--- src/rtl/aes_job_sched_pkg.sv ---
// Shared types and constants for the AES job scheduler.
// State encoding, frame/timeout defaults and core ready offsets.
package aes_sched_pkg;

  typedef enum logic [1:0] {
    IDLE = 2'd0,
    SYNC = 2'd1,
    RUN  = 2'd2
  } state_t;

  localparam int DATA_W_DEF    = 128;
  localparam int FRAME_LEN_DEF = 24;
  localparam int TIMEOUT_DEF   = 32;

  localparam int ENC_READY_CYC = 22;
  localparam int DEC_READY_CYC = 23;

endpackage

--- src/rtl/aes_job_sched_if.sv ---
// Handshake bundle of the scheduler: two job requesters, result port,
// core side and status. slave = scheduler, master = environment.
interface aes_job_sched_if #(
  parameter int DATA_W = 128
);

  logic              req0_valid;
  logic              req0_ready;
  logic [DATA_W-1:0] req0_data;
  logic              req0_decr;
  logic              req1_valid;
  logic              req1_ready;
  logic [DATA_W-1:0] req1_data;
  logic              req1_decr;
  logic              res_valid;
  logic              res_ready;
  logic [DATA_W-1:0] res_data;
  logic              res_id;
  logic [DATA_W-1:0] core_in;
  logic              core_decr;
  logic              core_rst;
  logic              core_ready;
  logic [DATA_W-1:0] core_out;
  logic              busy;
  logic              err_timeout;

  modport slave (
    input  req0_valid, req0_data, req0_decr,
    input  req1_valid, req1_data, req1_decr,
    input  res_ready, core_ready, core_out,
    output req0_ready, req1_ready,
    output res_valid, res_data, res_id,
    output core_in, core_decr, core_rst,
    output busy, err_timeout
  );

  modport master (
    output req0_valid, req0_data, req0_decr,
    output req1_valid, req1_data, req1_decr,
    output res_ready, core_ready, core_out,
    input  req0_ready, req1_ready,
    input  res_valid, res_data, res_id,
    input  core_in, core_decr, core_rst,
    input  busy, err_timeout
  );

endinterface

--- src/rtl/aes_job_sched_rr_arb2.sv ---
// Two-way round-robin arbiter: combinational grant, pointer = last winner.
// Ports: clk, reset_n, v0/v1 valids, accept strobe, gnt (winning index).
module rr_arb2 (
  input  logic clk,
  input  logic reset_n,
  input  logic v0,
  input  logic v1,
  input  logic accept,
  output logic gnt
);

  logic ptr;

  // On a tie the requester that did not win last time goes first.
  assign gnt = (v0 & v1) ? ~ptr : v1;

  always_ff @(posedge clk or negedge reset_n) begin
    if (!reset_n) begin
      ptr <= 1'b1;
    end else if (accept) begin
      ptr <= gnt;
    end
  end

endmodule

--- src/rtl/aes_job_sched.sv ---
// Round-robin job scheduler/sequencer for the iterative AES round core.
// Ports: clk, reset_n, bus (requesters, result, core, busy/err_timeout).
module aes_job_sched
  import aes_sched_pkg::*;
#(
  parameter int DATA_W    = DATA_W_DEF,
  parameter int FRAME_LEN = FRAME_LEN_DEF,
  parameter int TIMEOUT   = TIMEOUT_DEF
) (
  input logic           clk,
  input logic           reset_n,
  aes_job_sched_if.slave bus
);

  // Abort can never fire before a legal frame could have finished.
  localparam int LIMIT = (TIMEOUT > FRAME_LEN) ? TIMEOUT : FRAME_LEN + 1;
  localparam int CNT_W = $clog2(LIMIT);
  localparam logic [CNT_W-1:0] LAST = CNT_W'(LIMIT - 1);

  state_t            state;
  state_t            stateNxt;
  logic [CNT_W-1:0]  cycCnt;
  logic              gntId;
  logic              jobId;
  logic              anyValid;
  logic              bufFree;
  logic              accept;
  logic              capture;
  logic              timeout;
  logic              coreRstQ;
  logic [DATA_W-1:0] coreIn;
  logic              coreDecr;
  logic              resValid;
  logic [DATA_W-1:0] resData;
  logic              resId;

  rr_arb2 u_arb (
    .clk     (clk),
    .reset_n (reset_n),
    .v0      (bus.req0_valid),
    .v1      (bus.req1_valid),
    .accept  (accept),
    .gnt     (gntId)
  );

  always_comb begin
    anyValid = bus.req0_valid | bus.req1_valid;
    // A result leaving this cycle frees the slot for the next job.
    bufFree  = ~resValid | bus.res_ready;
    accept   = reset_n & (state == IDLE) & anyValid & bufFree;
    capture  = (state == RUN) & bus.core_ready;
    timeout  = (state == RUN) & ~bus.core_ready & (cycCnt == LAST);
  end

  always_comb begin
    stateNxt = state;
    unique case (1'b1)
      (state == IDLE): if (accept) stateNxt = SYNC;
      (state == SYNC): stateNxt = RUN;
      (state == RUN):  if (capture | timeout) stateNxt = IDLE;
      default:         stateNxt = IDLE;
    endcase
  end

  always_ff @(posedge clk or negedge reset_n) begin
    if (!reset_n) begin
      state    <= IDLE;
      cycCnt   <= '0;
      coreRstQ <= 1'b0;
      coreIn   <= '0;
      coreDecr <= 1'b0;
      jobId    <= 1'b0;
      resValid <= 1'b0;
      resData  <= '0;
      resId    <= 1'b0;
    end else begin
      state    <= stateNxt;
      coreRstQ <= accept;
      if (state == SYNC) begin
        cycCnt <= '0;
      end else if (state == RUN) begin
        cycCnt <= cycCnt + CNT_W'(1);
      end
      if (accept) begin
        coreIn   <= gntId ? bus.req1_data : bus.req0_data;
        coreDecr <= gntId ? bus.req1_decr : bus.req0_decr;
        jobId    <= gntId;
      end
      if (capture) begin
        resValid <= 1'b1;
        resData  <= bus.core_out;
        resId    <= jobId;
      end else if (resValid & bus.res_ready) begin
        resValid <= 1'b0;
      end
    end
  end

  assign bus.req0_ready  = accept & ~gntId;
  assign bus.req1_ready  = accept & gntId;
  assign bus.res_valid   = resValid;
  assign bus.res_data    = resData;
  assign bus.res_id      = resId;
  assign bus.core_in     = coreIn;
  assign bus.core_decr   = coreDecr;
  // Core is held in reset for as long as the scheduler is.
  assign bus.core_rst    = ~reset_n | coreRstQ;
  assign bus.busy        = (state != IDLE);
  assign bus.err_timeout = timeout;

endmodule

--- src/flat_wrapper.sv ---
// flat-port wrapper written by rule: the top's interface ports become plain ports
module aes_job_sched_flat import aes_sched_pkg::*;
#(
  parameter int DATA_W    = DATA_W_DEF,
  parameter int FRAME_LEN = FRAME_LEN_DEF,
  parameter int TIMEOUT   = TIMEOUT_DEF
)
  (clk, reset_n, bus_req0_valid, bus_req0_data, bus_req0_decr, bus_req1_valid, bus_req1_data, bus_req1_decr, bus_res_ready, bus_core_ready, bus_core_out, bus_req0_ready, bus_req1_ready, bus_res_valid, bus_res_data, bus_res_id, bus_core_in, bus_core_decr, bus_core_rst, bus_busy, bus_err_timeout);
  aes_job_sched_if #(.DATA_W(DATA_W)) bus_i ();
  input logic clk;
  input logic reset_n;
  input wire logic [$bits(bus_i.req0_valid)-1:0] bus_req0_valid;
  input wire logic [$bits(bus_i.req0_data)-1:0] bus_req0_data;
  input wire logic [$bits(bus_i.req0_decr)-1:0] bus_req0_decr;
  input wire logic [$bits(bus_i.req1_valid)-1:0] bus_req1_valid;
  input wire logic [$bits(bus_i.req1_data)-1:0] bus_req1_data;
  input wire logic [$bits(bus_i.req1_decr)-1:0] bus_req1_decr;
  input wire logic [$bits(bus_i.res_ready)-1:0] bus_res_ready;
  input wire logic [$bits(bus_i.core_ready)-1:0] bus_core_ready;
  input wire logic [$bits(bus_i.core_out)-1:0] bus_core_out;
  output wire logic [$bits(bus_i.req0_ready)-1:0] bus_req0_ready;
  output wire logic [$bits(bus_i.req1_ready)-1:0] bus_req1_ready;
  output wire logic [$bits(bus_i.res_valid)-1:0] bus_res_valid;
  output wire logic [$bits(bus_i.res_data)-1:0] bus_res_data;
  output wire logic [$bits(bus_i.res_id)-1:0] bus_res_id;
  output wire logic [$bits(bus_i.core_in)-1:0] bus_core_in;
  output wire logic [$bits(bus_i.core_decr)-1:0] bus_core_decr;
  output wire logic [$bits(bus_i.core_rst)-1:0] bus_core_rst;
  output wire logic [$bits(bus_i.busy)-1:0] bus_busy;
  output wire logic [$bits(bus_i.err_timeout)-1:0] bus_err_timeout;
  assign bus_i.req0_valid = bus_req0_valid;
  assign bus_i.req0_data = bus_req0_data;
  assign bus_i.req0_decr = bus_req0_decr;
  assign bus_i.req1_valid = bus_req1_valid;
  assign bus_i.req1_data = bus_req1_data;
  assign bus_i.req1_decr = bus_req1_decr;
  assign bus_i.res_ready = bus_res_ready;
  assign bus_i.core_ready = bus_core_ready;
  assign bus_i.core_out = bus_core_out;
  assign bus_req0_ready = bus_i.req0_ready;
  assign bus_req1_ready = bus_i.req1_ready;
  assign bus_res_valid = bus_i.res_valid;
  assign bus_res_data = bus_i.res_data;
  assign bus_res_id = bus_i.res_id;
  assign bus_core_in = bus_i.core_in;
  assign bus_core_decr = bus_i.core_decr;
  assign bus_core_rst = bus_i.core_rst;
  assign bus_busy = bus_i.busy;
  assign bus_err_timeout = bus_i.err_timeout;
  aes_job_sched #(.DATA_W(DATA_W), .FRAME_LEN(FRAME_LEN), .TIMEOUT(TIMEOUT)) u_core (.clk(clk), .reset_n(reset_n), .bus(bus_i));
endmodule
--- config.mk ---
export PLATFORM = sky130hd
export DESIGN_NAME = aes_job_sched_flat
export DESIGN_NICKNAME = d
export VERILOG_FILES = /design/src/rtl/aes_job_sched_pkg.sv /design/src/rtl/aes_job_sched_if.sv /design/src/rtl/aes_job_sched_rr_arb2.sv /design/src/rtl/aes_job_sched.sv /design/src/flat_wrapper.sv
export SDC_FILE = /design/constraint.sdc
export NUM_CORES = 1
export LEC_CHECK = 0
export CAP_MARGIN = 10
export CORE_AREA = 5 5 249 251
export DETAILED_ROUTE_END_ITERATION = 10
export DIE_AREA = 0 0 254 256
export SLEW_MARGIN = 40
export SYNTH_ARGS = -nofsm -noshare
export SYNTH_HDL_FRONTEND = slang
export SYNTH_SLANG_ARGS = --single-unit
--- constraint.sdc ---
create_clock -name clk -period 2.4 [get_ports clk]
set_input_delay 0.36 -clock clk [delete_from_list [all_inputs] [get_ports clk]]
set_output_delay 0.36 -clock clk [all_outputs]
set_load 0.03 [all_outputs]
==> out/metrics.csv <==
stage,metric,value,unit
cts,insertion_delay,0.53,ns
hold_path,hold_class,input pin to asynchronous set/reset pin,
setup_path,reg2reg_depth,7,
setup_path,worstSetupStartpoint,reset_n,
outcome,outcome,completed,
cts,cts_root_buffer,clkbuf_16,
setup_path,max_stage_delay,0.75,ns
global_routing,grt_pass1_wl,65300,um
timing,setup_viol,0,
layout,syn_to_final_growth,80.5,%
timing,grt_setup_unrepaired,false,
pwr,power.density,1390,nW/um^2
layout,final_core_util,33.1,%
cts,cts_made_buffers,34,
cts,clk_pin_slew,0.06,ns
timing,setup_ws,0.0877,ns
floorplan,dieArea,65000,um^2
synthesis,seq_area_frac_synth,61.5,%
routing,antenna_left,0,
setup_path,end_kind,output port,
timing,fin_skew,0.0219,ns
placed_design,port_buffers,655,
timing,maxSlewViolCount,0,
pwr,ir_worst_vdd,771,uV
floorplan,die_height,256,um
setup_path,critPathCapture,bus_core_rst,
timing,post-route-min-period,2.31,ns
floorplan,start_util,18.4,%
placed_design,gp_congestion,0.814,
global_routing,grt_pass1_vias,10100,
layout,mostFrequentLayoutCells,"clkdlybuf4s50_1, dfrtp_1, mux2_2",
routing,vias_per_cell,4.11,
timing,report.final.hold_viol_count,0,
cts,clock-sinks,269,
layout,drive_gt1_share,16.2,%
cts,cts_tree,built,
synthesis,synth_seq_cells,269,
cts,clock_path_buffers,3,
setup_path,cp_cell_sequence,"dlygate4sd3_1, buf_8, nand2b_1, clkdlybuf4s50_1",
synthesis,synth.distinct_cells,28,
floorplan,rows,90,
routing,dr_total_vias,9187,
setup_path,r2r_start,u_core.state[0],
routing,drt-wirelength-per-cell,19.9,um
timing,fmax,432,MHz
placed_design,hpwlAfterDp,33900,um
layout,final_common_cell,clkdlybuf4s50_1,
timing,slew_headroom,59.0,%
layout,layout.nets,1827,
routing,drc,0,
layout,multi_input_area,3910,um^2
floorplan,core_area,59700,um^2
placed_design,dp_slack,0.186,ns
synthesis,synth_nets,1159,
job,cap_violations,0,
routing,totalWireLength,44600,um
setup_path,worstPathArrival,1.95,ns
setup_path,path_max_fanout,12,
global_routing,grt-ovfl-total,0,
synthesis,syn_inst,761,
synthesis,avgSynthCellArea,14.4,um^2
synthesis,yosysWarnings,0,
setup_path,critPathKind,input pin to output port,
setup_path,r2r_end,u_core.bus.core_in[96],
setup_path,cpMaxStageDelayCell,clkdlybuf4s50_1,
setup_path,startpoint_type,input pin,
global_routing,grt_start_max_net_pins,106,
global_routing,grt_use_total,13.0,%
pwr,cellLeakagePower,8.17,nW
routing,drt-initial-drc-count,414,
timing,tns,0,ns
timing,worstMarginPinSlew,0.615,ns
routing,dr.pass1.iters,4,
setup_path,worstPathRequired,2.04,ns
floorplan,boundaryPins,656,
global_routing,antenna_found_initial,1,
cts,cts_max_level,2,
layout,fillCellCount,5968,
setup_path,r2r_setup_slack,0.32,ns
floorplan,fp.dieW,254,um
timing,finalCritPeriodShare,96.3,%
layout,regArea,6730,um^2
synthesis,synth_area,11000,um^2
-- sequential cells by signal (all words and copies together) (netlist names) --
signal / count
u_core.bus.res_id: 1
u_core.bus.core_in: 128
u_core.bus.res_data: 128
u_core.u_arb.ptr: 1
u_core.cycCnt: 5
u_core.bus.core_decr: 1
u_core.state: 2
u_core.jobId: 1
u_core.coreRstQ: 1
u_core.bus.res_valid: 1
-- critical path, delay by kind of cell --
family        cells  cell delay, ns
buf+inv           3            1.50
simple gates      1            0.07
-- kinds of logic after synthesis --
family                   Yosys count  share of synthesized area [%]
multiplexers                     132                           13.6
flip-flops                       269                           61.5
buffers and inverters             67                           3.38
AO/OA/AOI/OAI                    140                           12.4
adder cells (fa/ha/maj)            6                          0.685
AND/OR/NAND/NOR                  147                           8.46
-- per-stage QoR --
step	hold slack [ns]	instances	area (um^2)	power (W)
global placement	0.180	2170	18500	0.0222
floorplan	0.0644	761	11000	0.0157
CTS	0.235	2236	19800	0.0280
finish	0.263	2237	19800	0.0276
detailed placement	0.181	2171	18600	0.0224
global route	0.250	2237	19800	0.0290
-- synthesized netlist by cell type --
| library cell | number | area, um^2 |
|---|---|---|
| inv_1 | 8 | 30.0 |
| o21a_1 | 1 | 7.51 |
| o21ai_0 | 2 | 10.0 |
| and2_1 | 129 | 807 |
| nand2b_1 | 2 | 12.5 |
| dfstp_2 | 1 | 26.3 |
| nand3b_1 | 2 | 15.0 |
| mux2_2 | 132 | 1490 |
| and3b_1 | 1 | 8.76 |
| nor3b_1 | 2 | 15.0 |
| and3_4 | 1 | 11.3 |
| o22ai_1 | 2 | 12.5 |
| nand2_1 | 3 | 11.3 |
| and3_1 | 3 | 18.8 |
| clkbuf_1 | 24 | 90.1 |
| ha_1 | 6 | 75.1 |
| clkbuf_2 | 1 | 5.00 |
| a31oi_1 | 1 | 6.26 |
| buf_2 | 22 | 110 |
| nand3_1 | 2 | 10.0 |
| nand2b_4 | 1 | 13.8 |
| buf_6 | 12 | 135 |
| nor2_1 | 1 | 3.75 |
| dfrtp_1 | 268 | 6710 |
| a21oi_1 | 2 | 10.0 |
| a221o_1 | 129 | 1290 |
| o2111ai_1 | 1 | 8.76 |
| a21o_1 | 2 | 15.0 |
-- layer usage --
layer,track usage [%],routed length [um]
met2,23.3,23200
met1,14.4,16400
met3,4.18,3770
met4,4.16,1220
met5,0,0
-- power by group --
part           internal (W)  leakage [nW]  switching [W]
Sequential          0.00676          3.29        0.00123
Clock               0.00323         0.568        0.00209
Combinational       0.00674          4.31        0.00754
Total                0.0167          8.17         0.0109
-- cell type report --
class	count	area share [%]
antenna	1	0.0127
clock buffer	47	5.01
clock inverter	14	0.886
inverter	8	0.152
multi-input combinational	426	19.7
sequential	269	34.0
tap	782	4.95
timing repair buffer	690	35.2
-- how the worst min path moves through the flow --
stage               startpoint                     end  slack (ns)  depth (start not counted)
floorplan              reset_n    u_core.bus.core_decr        0.06                          0
global placement       reset_n  u_core.bus.core_in[23]        0.18                          1
detailed placement     reset_n  u_core.bus.core_in[23]        0.18                          1
CTS                    reset_n  u_core.bus.core_in[14]        0.24                          2
global route           reset_n  u_core.bus.core_in[14]        0.25                          2
finish                 reset_n  u_core.bus.core_in[14]        0.26                          2
-- repair_timing --
item                       CTS  global route
hold buffers                 1             0
cloned                       1             0
gates resized for setup      5             3
setup buffers                2             0
setup endpoints to repair    4             2
hold endpoints to repair    74             0
Power figures use the tool's default switching activity.
